<file path="config.mk">
export PLATFORM = sky130hd
export DESIGN_NAME = instr_fetch_unit
export DESIGN_NICKNAME = d
export VERILOG_FILES = /design/src/rtl/instr_fetch_unit.sv
export SDC_FILE = /design/constraint.sdc
export NUM_CORES = 1
export LEC_CHECK = 0
export CAP_MARGIN = 20
export CORE_UTILIZATION = 57
export CTS_BUF_LIST = sky130_fd_sc_hd__clkbuf_8
export DETAILED_ROUTE_END_ITERATION = 6
export MAX_ROUTING_LAYER = met4
export PLACE_DENSITY = 0.81
export SYNTH_ARGS = -nofsm -noshare
export SYNTH_HDL_FRONTEND = slang
export SYNTH_SLANG_ARGS = --single-unit
</file>
<file path="constraint.sdc">
create_clock -name clk_in -period 7.59 [get_ports clk_in]
set_clock_uncertainty 0.15 [all_clocks]
set_input_delay 1.518 -clock clk_in [delete_from_list [all_inputs] [get_ports clk_in]]
set_output_delay 1.518 -clock clk_in [all_outputs]
set_load 0.01 [all_outputs]
</file>
<file path="src/rtl/instr_fetch_unit.sv">
// instr_fetch_unit: PC generation, credit-limited word reads on the program
// memory bus, a shadow pipe tracking the PCs of in-flight reads, and a fetch
// FIFO presenting {instr, pc} to decode over valid/ready.
// Optional feature macro: IFU_PERF_CNT_EN adds the perf_stall_out counter.
module instr_fetch_unit #(
    parameter int unsigned FIFO_DEPTH  = 4,
    parameter int unsigned MEM_LATENCY = 2,
    parameter logic [31:0] RESET_PC    = 32'h0000_0000
) (
    input  logic        clk_in,
    input  logic        rst_n_in,
    input  logic        fetch_en_in,
    input  logic        redirect_in,
    input  logic [31:0] redirect_pc_in,
    output logic [31:0] mem_addr,
    output logic        mem_read_request,
    input  logic [31:0] mem_instr,
    input  logic        mem_data_valid,
    output logic [31:0] instr_out,
    output logic [31:0] pc_out,
    output logic        valid_out,
    input  logic        ready_in
`ifdef IFU_PERF_CNT_EN
    ,
    output logic [31:0] perf_stall_out
`endif
);

    localparam int unsigned PTR_W = $clog2(FIFO_DEPTH);
    localparam int unsigned CNT_W = PTR_W + 1;
    localparam int unsigned OCC_W = $clog2(FIFO_DEPTH + MEM_LATENCY + 2) + 1;
    localparam int unsigned TAIL  = MEM_LATENCY - 1;

    logic [31:0]            pc_q;
    logic [MEM_LATENCY-1:0] shadow_live;
    logic [31:0]            shadow_pc [MEM_LATENCY];
    logic [31:0]            fifo_instr [FIFO_DEPTH];
    logic [31:0]            fifo_pc [FIFO_DEPTH];
    logic [PTR_W-1:0]       wr_ptr;
    logic [PTR_W-1:0]       rd_ptr;
    logic [CNT_W-1:0]       fifo_count;
    logic [CNT_W-1:0]       count_next;
    logic [OCC_W-1:0]       inflight;
    logic [OCC_W-1:0]       occupancy;
    logic                   issue;
    logic                   push;
    logic                   pop;
    logic [1:0]             unused_pc_lsb;

    assign unused_pc_lsb = redirect_pc_in[1:0];

    // Credit: the request on the bus plus every live shadow stage is owed a
    // FIFO slot; the head leaving this cycle frees one, which keeps the
    // stream at one word per cycle.
    always_comb begin
        inflight = OCC_W'(mem_read_request);
        for (int i = 0; i < int'(MEM_LATENCY); i++) begin
            inflight = inflight + OCC_W'(shadow_live[i]);
        end
        pop        = valid_out && ready_in;
        push       = mem_data_valid && shadow_live[TAIL] && !redirect_in;
        occupancy  = OCC_W'(fifo_count) + inflight - OCC_W'(pop);
        issue      = fetch_en_in && !redirect_in && (occupancy < OCC_W'(FIFO_DEPTH));
        count_next = fifo_count + CNT_W'(push) - CNT_W'(pop);
    end

    // PC and registered bus request.
    always_ff @(posedge clk_in or negedge rst_n_in) begin
        if (!rst_n_in) begin
            pc_q             <= RESET_PC;
            mem_addr         <= RESET_PC;
            mem_read_request <= 1'b0;
        end else if (redirect_in) begin
            pc_q             <= {redirect_pc_in[31:2], 2'b00};
            mem_read_request <= 1'b0;
        end else if (issue) begin
            mem_addr         <= pc_q;
            mem_read_request <= 1'b1;
            pc_q             <= pc_q + 32'd4;
        end else begin
            mem_read_request <= 1'b0;
        end
    end

    // Shadow pipe follows the bus request so its tail lines up with data_valid.
    always_ff @(posedge clk_in or negedge rst_n_in) begin
        if (!rst_n_in) begin
            shadow_live <= '0;
            for (int i = 0; i < int'(MEM_LATENCY); i++) begin
                shadow_pc[i] <= '0;
            end
        end else begin
            if (redirect_in) begin
                shadow_live <= '0;
            end else begin
                shadow_live[0] <= mem_read_request;
                for (int i = 1; i < int'(MEM_LATENCY); i++) begin
                    shadow_live[i] <= shadow_live[i-1];
                end
            end
            shadow_pc[0] <= mem_addr;
            for (int i = 1; i < int'(MEM_LATENCY); i++) begin
                shadow_pc[i] <= shadow_pc[i-1];
            end
        end
    end

    // FIFO pointers, count and registered valid; redirect flushes.
    always_ff @(posedge clk_in or negedge rst_n_in) begin
        if (!rst_n_in) begin
            wr_ptr     <= '0;
            rd_ptr     <= '0;
            fifo_count <= '0;
            valid_out  <= 1'b0;
        end else if (redirect_in) begin
            wr_ptr     <= '0;
            rd_ptr     <= '0;
            fifo_count <= '0;
            valid_out  <= 1'b0;
        end else begin
            if (push) wr_ptr <= wr_ptr + PTR_W'(1);
            if (pop)  rd_ptr <= rd_ptr + PTR_W'(1);
            fifo_count <= count_next;
            valid_out  <= (count_next != '0);
        end
    end

    // FIFO storage.
    always_ff @(posedge clk_in) begin
        if (push) begin
            fifo_instr[wr_ptr] <= mem_instr;
            fifo_pc[wr_ptr]    <= shadow_pc[TAIL];
        end
    end

    assign instr_out = fifo_instr[rd_ptr];
    assign pc_out    = fifo_pc[rd_ptr];

`ifdef IFU_PERF_CNT_EN
    // Saturating count of cycles decode is starved while fetch is enabled.
    always_ff @(posedge clk_in or negedge rst_n_in) begin
        if (!rst_n_in) begin
            perf_stall_out <= '0;
        end else if (fetch_en_in && !valid_out && (perf_stall_out != '1)) begin
            perf_stall_out <= perf_stall_out + 32'd1;
        end
    end
`endif

`ifndef SYNTHESIS
    no_push_when_full: assert property (@(posedge clk_in) disable iff (!rst_n_in)
        !(push && (fifo_count == CNT_W'(FIFO_DEPTH))));
`endif

endmodule

</file>
==> results.toml <==
[clocking]
cts-hold-fix-buffers = 0
cts_inserted_buffers = 56
root_buffer = "clkbuf_8"
clock_latency_ns = 0.57
h-tree-depth = 2
post-cts-setup-buffer-count = 0
post_cts_resized = 0
cts_tree = "yes"
cts_buffer_depth = 3
cts_num_sinks = 379
clk_pin_slew_ns = 0.06

[place]
dpl.hpwl_microns = 15200
port_buffers = 161
gp_congestion = 0.858
place_ws_ns = 2.03
dp_cells = 1182

[sta]
timing.final.crit_share_pct = 64.8
layout_min_cycle_time_ns = 4.92
slew_violations = 0
max_freq_mhz = 203
fin_hold_ws_ns = 0.189
setup-tns-final_ns = 0
finalSetupViolCount = 0
rsz0062_at_grt = "false"
timing.final.ws_setup_ns = 2.67
max_slew_margin_pct = 35.0
finalHoldViolCount = 0
worst_pin_slew_ns = 0.974

[critical_path]
path_class = "flop to primary output"
rrSetupSlack_ns = 4.20
crit_slowest_cell = "dfrtp_4"
crit_buf_inv = 2
cp-end-kind = "primary output"
start_kind = "flop"
critPathMaxStageDelay_ns = 0.95
crit_path_max_fanout = 40
arrival_ns = 3.25
crit_chain = "buf_4 > mux4_2 > clkdlybuf4s50_1"
crit_required_ns = 5.92
critPathTopFamily = "buffers and inverters"

[layout]
drive_above_1_share_pct = 19.8
syn_to_final_growth_pct = 21.5
multi_input_area_sq_mm = 0.00319
final_cell_count_no_fill = 1288
regArea_sq_mm = 0.0107
n_antenna_cell = 0
fillers = 1569
nNetsFinal = 1000

[floorplanning]
io_pins = 168
floorplan.initialDensity_pct = 58.0
rows = 57
coreArea_sq_mm = 0.0242
fp.dieH_microns = 159
die-width_microns = 159
die_area_sq_mm = 0.0253

[outcome]
status = "finished, final reports clean"

[synthesis]
synth_area_leader_cell = "edfxtp_1"
synthArstFlopShare_pct = 34.6
synth_area_leaders = "edfxtp_1, dfrtp_1, mux4_2"
synth.top_cell.area_share_pct = 52.9
syn-instance-count = 720
syn_avg_cell_area_sq_um = 19.5
synth_cell_types = 49
seq_area_frac_synth_pct = 76.3
yosys_warnings = 0
ys_ff_latch = 379
synthFlopType = "edfxtp_1"
synth_area_sq_mm = 0.0141
synth.most_common_cell = "edfxtp_1"
synthTopCellsByCount = "edfxtp_1, dfrtp_1, mux4_2"
synth-edff-count = 248

[job]
cap_violations = 0

[route]
num_vias = 7208
wire_per_inst_microns = 19.6
ant_nets = 0
drc = 0
drt-vias-per-instance = 5.60
firstDrtPassIters = 4
drt_iter0_drc = 534
drt-total-wl_microns = 25200

[power_and_ir_drop]
p_leak_nw = 6.11
power.density_mw_per_mm2 = 309
peakVddDrop_uv = 205

[worst_hold_path]
hold_class = "flop to flop"

[grt]
grt_pass1_vias = 7516
grt_first_pass_wirelength_microns = 40700
grt-ovfl-total = 0
grt_max_degree = 73
grt_antenna_before_repair = 0
track_usage_pct = 21.5
worst paths after layout:
| kind | start | endpoint | depth (start not counted) |
|---|---|---|---|
| worst max register to register | valid_out$_DFF_PN0_ | pc_q[28]$_DFFE_PN0P_ | 12 |
| worst max-delay path | rd_ptr[0]$_DFFE_PN0P_ | pc_out[18] | 3 |
| max in group asynchronous | rst_n_in | shadow_pc[27]$_DFF_PN0_ | 2 |
| worst min-delay path | shadow_pc[51]$_DFF_PN0_ | shadow_pc[19]$_DFF_PN0_ | 0 |
| worst min register to register | shadow_pc[51]$_DFF_PN0_ | shadow_pc[19]$_DFF_PN0_ | 0 |
| min in group asynchronous | rst_n_in | shadow_pc[8]$_DFF_PN0_ | 1 |
cell families (layout without fill, tap and decap cells):
| group | count (synthesis) | in the layout | synth area share, % |
|---|---|---|---|
| xor gates and xnor gates | 24 | 24 | 1.49 |
| buffers and inverters | 42 | 283 | 1.31 |
| DFF | 379 | 379 | 76.3 |
| other | 1 | 4 | 0.0267 |
| adders and majority gates | 12 | 12 | 1.17 |
| and+or+nand+nor | 108 | 108 | 3.91 |
| muxes | 94 | 94 | 12.5 |
| AOI/OAI and AO/OA | 60 | 60 | 3.35 |
metal layers:
layer / up-vias / global-route usage, % / part of all wire, %
met1: 3678 / 29.4 / 43
li1: 3230 / - / -
met4: 0 / 5.68 / 1.7
met5: - / - / 0
met2: 257 / 33.2 / 49
met3: 43 / 5.05 / 6.4
sequential cells by signal (all words and copies together), names as in the netlist:
name and cells:
mem_addr 30, valid_out 1, rd_ptr 2, fifo_count 3
shadow_pc 60, wr_ptr 2, pc_q 30, shadow_live 2
fifo_pc 120, mem_read_request 1, fifo_instr 128
power breakdown:
part / internal (mW) / switching (mW)
Sequential: 2.56 / 0.241
Clock: 0.776 / 0.706
Combinational: 0.563 / 0.430
final cells by class:
type / instances / area share [%]
Clock inverter: 39 / 0.886
Timing Repair Buffer: 168 / 9.84
Tap cell: 324 / 2.37
Sequential cell: 379 / 62.8
Clock buffer: 65 / 5.23
Inverter: 11 / 0.242
Multi-Input combinational cell: 302 / 18.7
per-stage QoR:
| stage | power, mW | cell area, sq um | utilization, % |
|---|---|---|---|
| finish | 5.28 | 17100 | 70.5 |
| floorplan | 3.31 | 14100 | - |
| global placement | 3.80 | 16000 | 66.1 |
| detailed placement | 3.84 | 16000 | 66.1 |
| global route | 5.52 | 17100 | 70.5 |
| CTS | 5.33 | 17100 | 70.4 |
cells in the final DEF (no fill, tap or decap), drive strengths merged, types with 4 or more instances in the layout:
cell,count
and2,8
and3,5
buf,8
clkbuf,65
clkdlybuf4s50,160
clkinv,13
conb,4
dfrtp,131
edfxtp,248
ha,10
inv,37
mux2,31
mux4,62
nand2,43
nand3,14
nand4,6
nor2,13
nor2b,4
o2111ai,7
o211ai,4
o21ai,21
o311ai,14
xnor2,12
xor2,12
(Power assumes the default switching activity.)
